===== config.mk =====
export PLATFORM = sky130hd
export DESIGN_NAME = pma_region_unit
export DESIGN_NICKNAME = d
export VERILOG_FILES = /design/src/rtl/pma_pkg.sv /design/src/rtl/pma_prio_enc.sv /design/src/rtl/pma_region_unit.sv
export SDC_FILE = /design/constraint.sdc
export NUM_CORES = 2
export LEC_CHECK = 0
export CORE_ASPECT_RATIO = 1.4
export CORE_UTILIZATION = 45
export CTS_CLUSTER_SIZE = 20
export DETAILED_ROUTE_END_ITERATION = 10
export DONT_BUFFER_PORTS = 1
export HOLD_SLACK_MARGIN = 0.1
export PLACE_DENSITY = 0.65
export SLEW_MARGIN = 20
export SYNTH_ARGS = -nofsm -noshare
export SYNTH_HDL_FRONTEND = slang
export SYNTH_HIERARCHICAL = 1
export SYNTH_SLANG_ARGS = --single-unit

===== constraint.sdc =====
create_clock -name clk_i -period 7.8 [get_ports clk_i]
set_input_delay 0.39 -clock clk_i [delete_from_list [all_inputs] [get_ports clk_i]]
set_output_delay 0.39 -clock clk_i [all_outputs]
set_load 0.01 [all_outputs]

===== src/rtl/pma_pkg.sv =====
// PMA table shared types: attribute byte, table entry, field selects
// and the region match helper used by the lookup path.
package pma_pkg;

    localparam int unsigned PmaAw = 64;

    typedef logic [PmaAw-1:0] pma_addr_t;

    // Packed MSB first: bit7 lock ... bit0 en.
    typedef struct packed {
        logic       lock;
        logic [2:0] rsvd;
        logic       cached;
        logic       exec;
        logic       nonidem;
        logic       en;
    } pma_attr_t;

    typedef struct packed {
        pma_addr_t base;
        pma_addr_t length;
        pma_attr_t attr;
    } pma_entry_t;

    localparam logic [1:0] SEL_BASE = 2'd0;
    localparam logic [1:0] SEL_LEN  = 2'd1;
    localparam logic [1:0] SEL_ATTR = 2'd2;

    // Reserved attribute bits are never stored.
    function automatic pma_attr_t pma_attr_clean(input logic [7:0] b);
        pma_attr_t a;
        a      = pma_attr_t'(b);
        a.rsvd = 3'b000;
        return a;
    endfunction

    // Limit is computed one bit wider so a region ending exactly at
    // the top of the address space still matches its last byte.
    function automatic logic pma_match(input pma_entry_t e,
                                       input pma_addr_t  addr);
        logic [PmaAw:0] lim;
        lim = {1'b0, e.base} + {1'b0, e.length};
        return e.attr.en
            && (e.length != '0)
            && (addr >= e.base)
            && ({1'b0, addr} < lim);
    endfunction

endpackage


===== src/rtl/pma_prio_enc.sv =====
// Lowest-index-first priority encoder.
// Ports: req_i (one bit per region), hit_o (any set), idx_o (lowest set).
module pma_prio_enc #(
    parameter int unsigned N        = 8,
    parameter int unsigned IdxWidth = 4
) (
    input  logic [N-1:0]        req_i,
    output logic                hit_o,
    output logic [IdxWidth-1:0] idx_o
);

    always_comb begin
        hit_o = |req_i;
        idx_o = '0;
        // Descending scan: the last assignment is the lowest index.
        for (int i = int'(N) - 1; i >= 0; i--) begin
            if (req_i[i]) begin
                idx_o = IdxWidth'(i);
            end
        end
    end

endmodule


===== src/rtl/pma_region_unit.sv =====
// Runtime-programmable PMA table with config port and 1-cycle lookup.
// Ports: clk_i/rst_ni, cfg_* (CSR-side read/write), req_*/resp_* (lookup).
module pma_region_unit
    import pma_pkg::*;
#(
    parameter int unsigned NrRegions = 8,
    parameter int unsigned AddrWidth = 64,
    parameter logic [NrRegions-1:0][AddrWidth-1:0] RstBase = '0,
    parameter logic [NrRegions-1:0][AddrWidth-1:0] RstLength = '0,
    parameter pma_attr_t [NrRegions-1:0] RstAttr = '0,
    parameter pma_attr_t DefaultAttr = pma_attr_t'(0)
) (
    input  logic                 clk_i,
    input  logic                 rst_ni,
    input  logic                 cfg_we_i,
    input  logic                 cfg_re_i,
    input  logic [3:0]           cfg_idx_i,
    input  logic [1:0]           cfg_sel_i,
    input  logic [AddrWidth-1:0] cfg_wdata_i,
    output logic [AddrWidth-1:0] cfg_rdata_o,
    output logic                 cfg_err_o,
    input  logic                 req_valid_i,
    output logic                 req_ready_o,
    input  logic [AddrWidth-1:0] req_addr_i,
    output logic                 resp_valid_o,
    input  logic                 resp_ready_i,
    output logic                 resp_hit_o,
    output logic [3:0]           resp_idx_o,
    output logic [7:0]           resp_attr_o
);

    pma_entry_t entries [NrRegions];

    pma_entry_t           sel_entry;
    logic                 idx_ok;
    logic                 sel_ok;
    logic                 wr_err;
    logic                 rd_err;
    logic [AddrWidth-1:0] rd_field;

    logic [NrRegions-1:0] match;
    logic                 enc_hit;
    logic [3:0]           enc_idx;
    pma_attr_t            look_attr;
    pma_attr_t            resp_attr_q;

    always_comb begin
        sel_entry = '0;
        for (int i = 0; i < int'(NrRegions); i++) begin
            if (cfg_idx_i == 4'(i)) begin
                sel_entry = entries[i];
            end
        end
    end

    assign idx_ok = {1'b0, cfg_idx_i} < 5'(NrRegions);
    assign sel_ok = cfg_sel_i != 2'd3;
    assign rd_err = !idx_ok || !sel_ok;
    assign wr_err = rd_err || sel_entry.attr.lock;

    always_comb begin
        case (cfg_sel_i)
            SEL_BASE: rd_field = AddrWidth'(sel_entry.base);
            SEL_LEN:  rd_field = AddrWidth'(sel_entry.length);
            SEL_ATTR: rd_field = AddrWidth'(sel_entry.attr);
            default:  rd_field = '0;
        endcase
    end

    always_ff @(posedge clk_i) begin
        if (!rst_ni) begin
            for (int i = 0; i < int'(NrRegions); i++) begin
                entries[i].base   <= pma_addr_t'(RstBase[i]);
                entries[i].length <= pma_addr_t'(RstLength[i]);
                entries[i].attr   <= pma_attr_clean(RstAttr[i]);
            end
        end else if (cfg_we_i && !wr_err) begin
            for (int i = 0; i < int'(NrRegions); i++) begin
                if (cfg_idx_i == 4'(i)) begin
                    case (cfg_sel_i)
                        SEL_BASE: entries[i].base <= pma_addr_t'(cfg_wdata_i);
                        SEL_LEN:  entries[i].length <= pma_addr_t'(cfg_wdata_i);
                        SEL_ATTR: entries[i].attr <= pma_attr_clean(cfg_wdata_i[7:0]);
                        default:  ;
                    endcase
                end
            end
        end
    end

    // A write takes priority; a concurrent read leaves rdata untouched.
    always_ff @(posedge clk_i) begin
        if (!rst_ni) begin
            cfg_rdata_o <= '0;
            cfg_err_o   <= 1'b0;
        end else begin
            cfg_err_o <= 1'b0;
            if (cfg_we_i) begin
                cfg_err_o <= wr_err;
            end else if (cfg_re_i) begin
                cfg_err_o   <= rd_err;
                cfg_rdata_o <= rd_err ? '0 : rd_field;
            end
        end
    end

    always_comb begin
        match = '0;
        for (int i = 0; i < int'(NrRegions); i++) begin
            match[i] = pma_match(entries[i], pma_addr_t'(req_addr_i));
        end
    end

    pma_prio_enc #(
        .N        (NrRegions),
        .IdxWidth (4)
    ) u_prio (
        .req_i (match),
        .hit_o (enc_hit),
        .idx_o (enc_idx)
    );

    always_comb begin
        look_attr = DefaultAttr;
        for (int i = 0; i < int'(NrRegions); i++) begin
            if (enc_hit && enc_idx == 4'(i)) begin
                look_attr = entries[i].attr;
            end
        end
    end

    assign req_ready_o = !resp_valid_o || resp_ready_i;

    // Table is sampled before any same-edge config write lands.
    always_ff @(posedge clk_i) begin
        if (!rst_ni) begin
            resp_valid_o <= 1'b0;
            resp_hit_o   <= 1'b0;
            resp_idx_o   <= '0;
            resp_attr_q  <= '0;
        end else if (req_ready_o) begin
            resp_valid_o <= req_valid_i;
            if (req_valid_i) begin
                resp_hit_o  <= enc_hit;
                resp_idx_o  <= enc_hit ? enc_idx : 4'd0;
                resp_attr_q <= look_attr;
            end
        end
    end

    assign resp_attr_o = resp_attr_q;

endmodule


## After elaboration in Yosys (flattened, before gate mapping)

Memories as Yosys holds them, arrays and structs flattened.
Index checks and enable logic that the tools add are counted.
Widths: inputs -> output; s select.

- Flip-flop bits (word level): 79
- Latch bits: 0
- Memory bits (writable): 1064
- ROM bits: 0
- Bits of input ports: 140
- Output and inout port bits: 80
- Logic and storage cells: 286
- Memories: 1

- $add $sub $neg: 8
- $mul: 0
- Div/mod/pow operators: 0
- $lt $le $gt $ge: 17
- Equality and inequality tests: 17
- Shift operators: 0
- Multiplexer cells: 153
- Bitwise gates (word level): 25
- Reductions and logical operators: 54

Memories:

| memory | words | width | rd ports | clocked after memory_dff | wr ports | RTL line | text |
|---|---|---|---|---|---|---|---|
| entries | 8 | 133 | 8 | 0 | 8 | pma_region_unit.sv:32 | `pma_entry_t entries [NrRegions];` |

Operators with widths:

| kind | count |
|---|---|
| $mux 136 | 8 |
| $mux 64 | 17 |
| $add 64x64->65 | 8 |
| $lt 64x65->1 | 8 |
| $ge 64x64->1 | 8 |
| $reduce_bool 64->1 | 8 |
| $pmux 64 s3 | 1 |
| $mux 1 | 102 |
| $mux 8 | 8 |
| $mux 5 | 8 |
| $logic_and 1x1->1 | 33 |
| $eq 4x3->1 const B | 8 |
| $mux 3 | 8 |
| $or 1x1->1 | 24 |
| $eq 4x2->1 const B | 4 |
| $eq 4x1->1 const B | 2 |
| $logic_not 4->1 | 2 |
| $reduce_or 8->1 | 1 |
| $logic_not 1->1 | 4 |
| $lt 4x4->1 const B | 1 |
| $mux 4 | 1 |
| $reduce_and 2->1 | 2 |
| $logic_or 1x1->1 | 3 |
| $eq 2x1->1 const B | 1 |
| 4 further kinds | 4 |

## Depth between registers and ports, before layout

An unclocked memory read counts as a cell.

- Depth after elaboration: 23
- Gate-level depth with buffers: 36
- Depth with buffers taken out: 36

## Modules after synthesis

Netlist, hierarchy kept.

By module, submodules not included:

| module | instances | cells an instance | area an instance (um^2) | sequential area each (um^2) |
|---|---|---|---|---|
| pma_region_unit | 1 | 10507 | 99875.8 | 33472.1 |
| pma_prio_enc | 1 | 15 | 92.6 | 0.0 |

## Least setup slack after synthesis

No wires, ideal clock.

- Path kind: input port to flip-flop
- Start: input port cfg_idx_i[1]
- End: memory entries[0][100] (netlist name), enable pin
- Setup time: 0.574 ns
- Data arrival time: 6.431 ns
- Data required time: 7.226 ns
- Slack: 0.794 ns
- Stages on the path: 11
- Path buffers: 1
- Path through: buf_2 > inv_2 > nand2_1 > nor2_1 > a222oi_1 > nand2_1 > a21oi_1 > and3_1 > and2_1 > nand2_1 > o21ai_0

RTL lines:

| what | RTL line | text |
|---|---|---|
| from (decl) | pma_region_unit.sv:17 | `input logic [3:0] cfg_idx_i,` |
| to (decl) | pma_region_unit.sv:32 |  |

==> results.json <==
{
  "outcome": "finished, violations left",
  "failing_checks": "setup timing",
  "clkSlewWorstSetupHoldPaths_ps": 60,
  "design.die.area_um2": 224100,
  "cts_max_path_buffers": 4,
  "drt_first_iter_violations": 12428,
  "synth_xor_xnor_area_share": 0.04232,
  "r2r-end": "resp_attr_o[0]",
  "synth-main-ff-cell": "edfxtp_1",
  "syn-instance-count": 10522,
  "detail_route.vias_per_cell": 6.899,
  "min_path_type": "primary input to register",
  "global_route_wire_length_before_repair_mm": 741.9,
  "via_count": 98204,
  "worst_hold_path.num_cells": 5,
  "yosys-top-cells-count": "1528 x ha_1, 1064 x edfxtp_1, 917 x a21oi_1",
  "final_nets": 12856,
  "grt_antenna_before_repair": 68,
  "synthesis.area_per_instance_um2": 9.501,
  "root_buffer_cell": "clkbuf_16",
  "fmax_mhz": 126.8,
  "post_synth_main_area_contributors": "edfxtp_1 32%, ha_1 19%, a21oi_1 4.6%, a21o_1 4.4%, and2_1 3.9%",
  "io_pins": 220,
  "fillers": 20228,
  "main_combinational_cell_family_by_area_after_synthesis": "compound AO/OA/AOI/OAI gates",
  "placement_rows": 204,
  "cts-buffers-inserted": 142,
  "worst_clock_skew_ps": 78.26,
  "area.growth.synth_to_final_pct": 15.70,
  "synth_async_sr_flop_share": 0,
  "chipHeight_um": 559.7,
  "setup.worst_path.start_class": "register",
  "power.static_leakage_nw": 50.54,
  "critical_path_fanouts_max": 5,
  "final_design_area_no_fill_um2": 115700,
  "yosysUniqueCellTypes": 98,
  "synth.ff_latch_count": 1140,
  "criticalPathCategory": "register to register",
  "slew-limit-headroom": 0.1141,
  "layout_worst_path_cycle_share": 1.011,
  "grtUsageMet1": 0.5235,
  "sequential_area_share_after_synthesis": 0.3348,
  "synthesis.area_um2": 99970,
  "grt_use_met3": 0.1597,
  "globalRoute.totalOverflow": 0,
  "drt_drc_violations_left": 0,
  "rsz0062_at_grt": "true",
  "clock_tree_from_tritoncts": "built",
  "io_buffer_count": 0,
  "grt.met2_usage": 0.7332,
  "die_width_um": 400.3,
  "placement.cell_area_um2": 108900,
  "drtPass1Iterations": 9,
  "detailed_place_hpwl_mm": 432.1,
  "initial_utilization": 0.4528,
  "synth_simple_gate_area_share": 0.1537,
  "synth_adder_area_share": 0.1928,
  "post_layout_minimum_cycle_time_ps": 7886,
  "totalWireLength_mm": 548.0,
  "finalSetupViolations": 3,
  "setup.worst_path.end": "resp_attr_o[0]",
  "netlist.top_cell.by_area": "edfxtp_1",
  "critical-path-slowest-cell": "edfxtp_1",
  "pin_count_of_the_biggest_net_entering_global_routing": 232,
  "setup.worst_path.end_class": "register",
  "largest_stage_delay_on_the_critical_path_ps": 850,
  "worst_setup_path_startpoint": "entries[1][410]",
  "vias_in_the_first_global_route": 95215,
  "number_of_synthesized_flops_with_an_enable_pin": 1064,
  "synth_compound_area_frac": 0.2072,
  "worstRegToRegCells": 28,
  "holdWs_ps": 139.6,
  "reg2reg_from": "entries[1][410]",
  "coreArea_um2": 220800,
  "insertion_delay_ps": 840,
  "worst-endpoint-required_ps": 8570,
  "place.gp.congestion": 1.116,
  "power.density_nw_per_um2": 164.7,
  "ys.warnings.count": 6,
  "cts-htree-levels": 4,
  "worst_ir_drop_vdd_mv": 0.1902,
  "post_synth_mux_area_share": 0.02943,
  "tightestPinTransition_ps": 1323,
  "avgRoutedWirePerCell_um": 38.50,
  "regToRegSetupSlack_ps": -90,
  "yosysMostFrequentCell": "ha_1",
  "route.antenna.remaining_nets": 0,
  "clock_sinks": 1140,
  "synth_top_cell_area_share": 0.3196,
  "timing.final.max_slew_violations": 0,
  "final_layout_size_suffix_gt1_frac": 0.1206,
  "utilization": 0.5239,
  "worst_slack_ps": -86.32,
  "max_cap_violations": 0,
  "gr-max-usage-layer": "met2",
  "final_hold_viol_count": 0,
  "gr-usage-all-layers": 0.4745,
  "critical_path_arrival_ps": 8650
}
==> cell type report <==
cell class	count	area, µm²	area share
Multi-Input combinational cell	8339	63870	0.5522
Sequential cell	1140	33470	0.2894
Timing Repair Buffer	901	7455	0.06445
Clock buffer	181	3886	0.03360
Tap cell	2884	3608	0.03120
Inverter	656	2462	0.02129
Clock inverter	68	747.0	0.006458
Antenna cell	66	165.2	0.001428
==> layout by cell type (no fill, tap or decap), types with 71 or more instances in the layout <==
| cell type | n |
|---|---|
| and3_1 | 71 |
| nand2b_1 | 140 |
| a221oi_1 | 73 |
| o21a_1 | 76 |
| nor2_1 | 336 |
| nand4_1 | 312 |
| a211oi_1 | 94 |
| nand2_1 | 672 |
| mux2i_1 | 133 |
| ha_1 | 1521 |
| buf_4 | 780 |
| a21o_1 | 580 |
| xnor2_1 | 274 |
| dlygate4sd3_1 | 76 |
| a21oi_1 | 899 |
| edfxtp_1 | 1064 |
| o22ai_1 | 155 |
| nor4_1 | 142 |
| clkbuf_16 | 147 |
| o21bai_1 | 95 |
| o21ai_0 | 545 |
| nand3_1 | 237 |
| nor2b_1 | 146 |
| inv_1 | 653 |
| dfxtp_1 | 76 |
| o211ai_1 | 72 |
| and2_1 | 623 |
| xor2_1 | 209 |
==> worst min-delay path by stage <==
stage                         start               to  slack, ps
floorplan           cfg_rdata_o[56]  cfg_rdata_o[56]        460
global placement    cfg_rdata_o[38]  cfg_rdata_o[38]        480
detailed placement  cfg_rdata_o[32]  cfg_rdata_o[32]        480
CTS                    cfg_sel_i[0]   cfg_rdata_o[0]        100
global route           cfg_idx_i[2]  cfg_rdata_o[13]        120
finish                 cfg_idx_i[0]   cfg_rdata_o[1]        140
==> routing by layer <==
layer	routed length, µm	vias to the layer above
met4	56850	32
met2	239300	6687
met5	360	-
li1	-	41212
met1	187200	48250
met3	64260	2023
==> metrics by stage <==
stage / instances / TNS, ps / setup slack, ps / total power (W)
after floorplan: 10524 / 0 / 794.5 / 0.009901
after global placement: 13809 / -2296 / -523.9 / 0.01168
after detailed placement: 13810 / -2640 / -564.7 / 0.01176
after CTS: 14146 / 0 / 5.960 / 0.01874
after global routing: 14188 / -561.1 / -140.0 / 0.01951
final: 14235 / -113.4 / -86.32 / 0.01906
==> sequential cells by signal (all words and copies together), names as in the netlist <==
register / cells
resp_valid_o: 1
entries: 1064
cfg_rdata_o: 64
resp_idx_o: 4
cfg_err_o: 1
resp_attr_o: 5
resp_hit_o: 1
==> power by group <==
part | switching, W | internal (W)
clock network | 0.00301 | 0.00395
registers | 0.000334 | 0.00689
logic | 0.00299 | 0.00188
==> worst max-delay path, delay by kind of cell (launching register included) <==
kind | cells | cell delay, ps
AO/OA/AOI/OAI | 15 | 3340
XOR/XNOR | 1 | 180
adder cells (fa/ha/maj) | 2 | 740
buffers and inverters | 5 | 940
flip-flops | 1 | 850
AND/OR/NAND/NOR | 5 | 1690
==> logic make-up after synthesis <==
| logic type | after synthesis |
|---|---|
| AO/OA/AOI/OAI | 3199 |
| AND/OR/NAND/NOR | 2909 |
| adder cells (fa/ha/maj) | 1536 |
| flip-flops | 1140 |
| buffers and inverters | 1045 |
| XOR/XNOR | 483 |
| multiplexers | 208 |
| other | 2 |
==> what timing repair did <==
item | in CTS | in global routing
pin swaps | 18 | 50
endpoints found under the hold margin | 1331 | 0
hold buffers | 79 | 0
resized for setup | 43 | 123
setup buffers | 7 | 20
gates cloned | 1 | 1
setup endpoints to repair | 6 | 6
(Power assumes the default switching activity.)
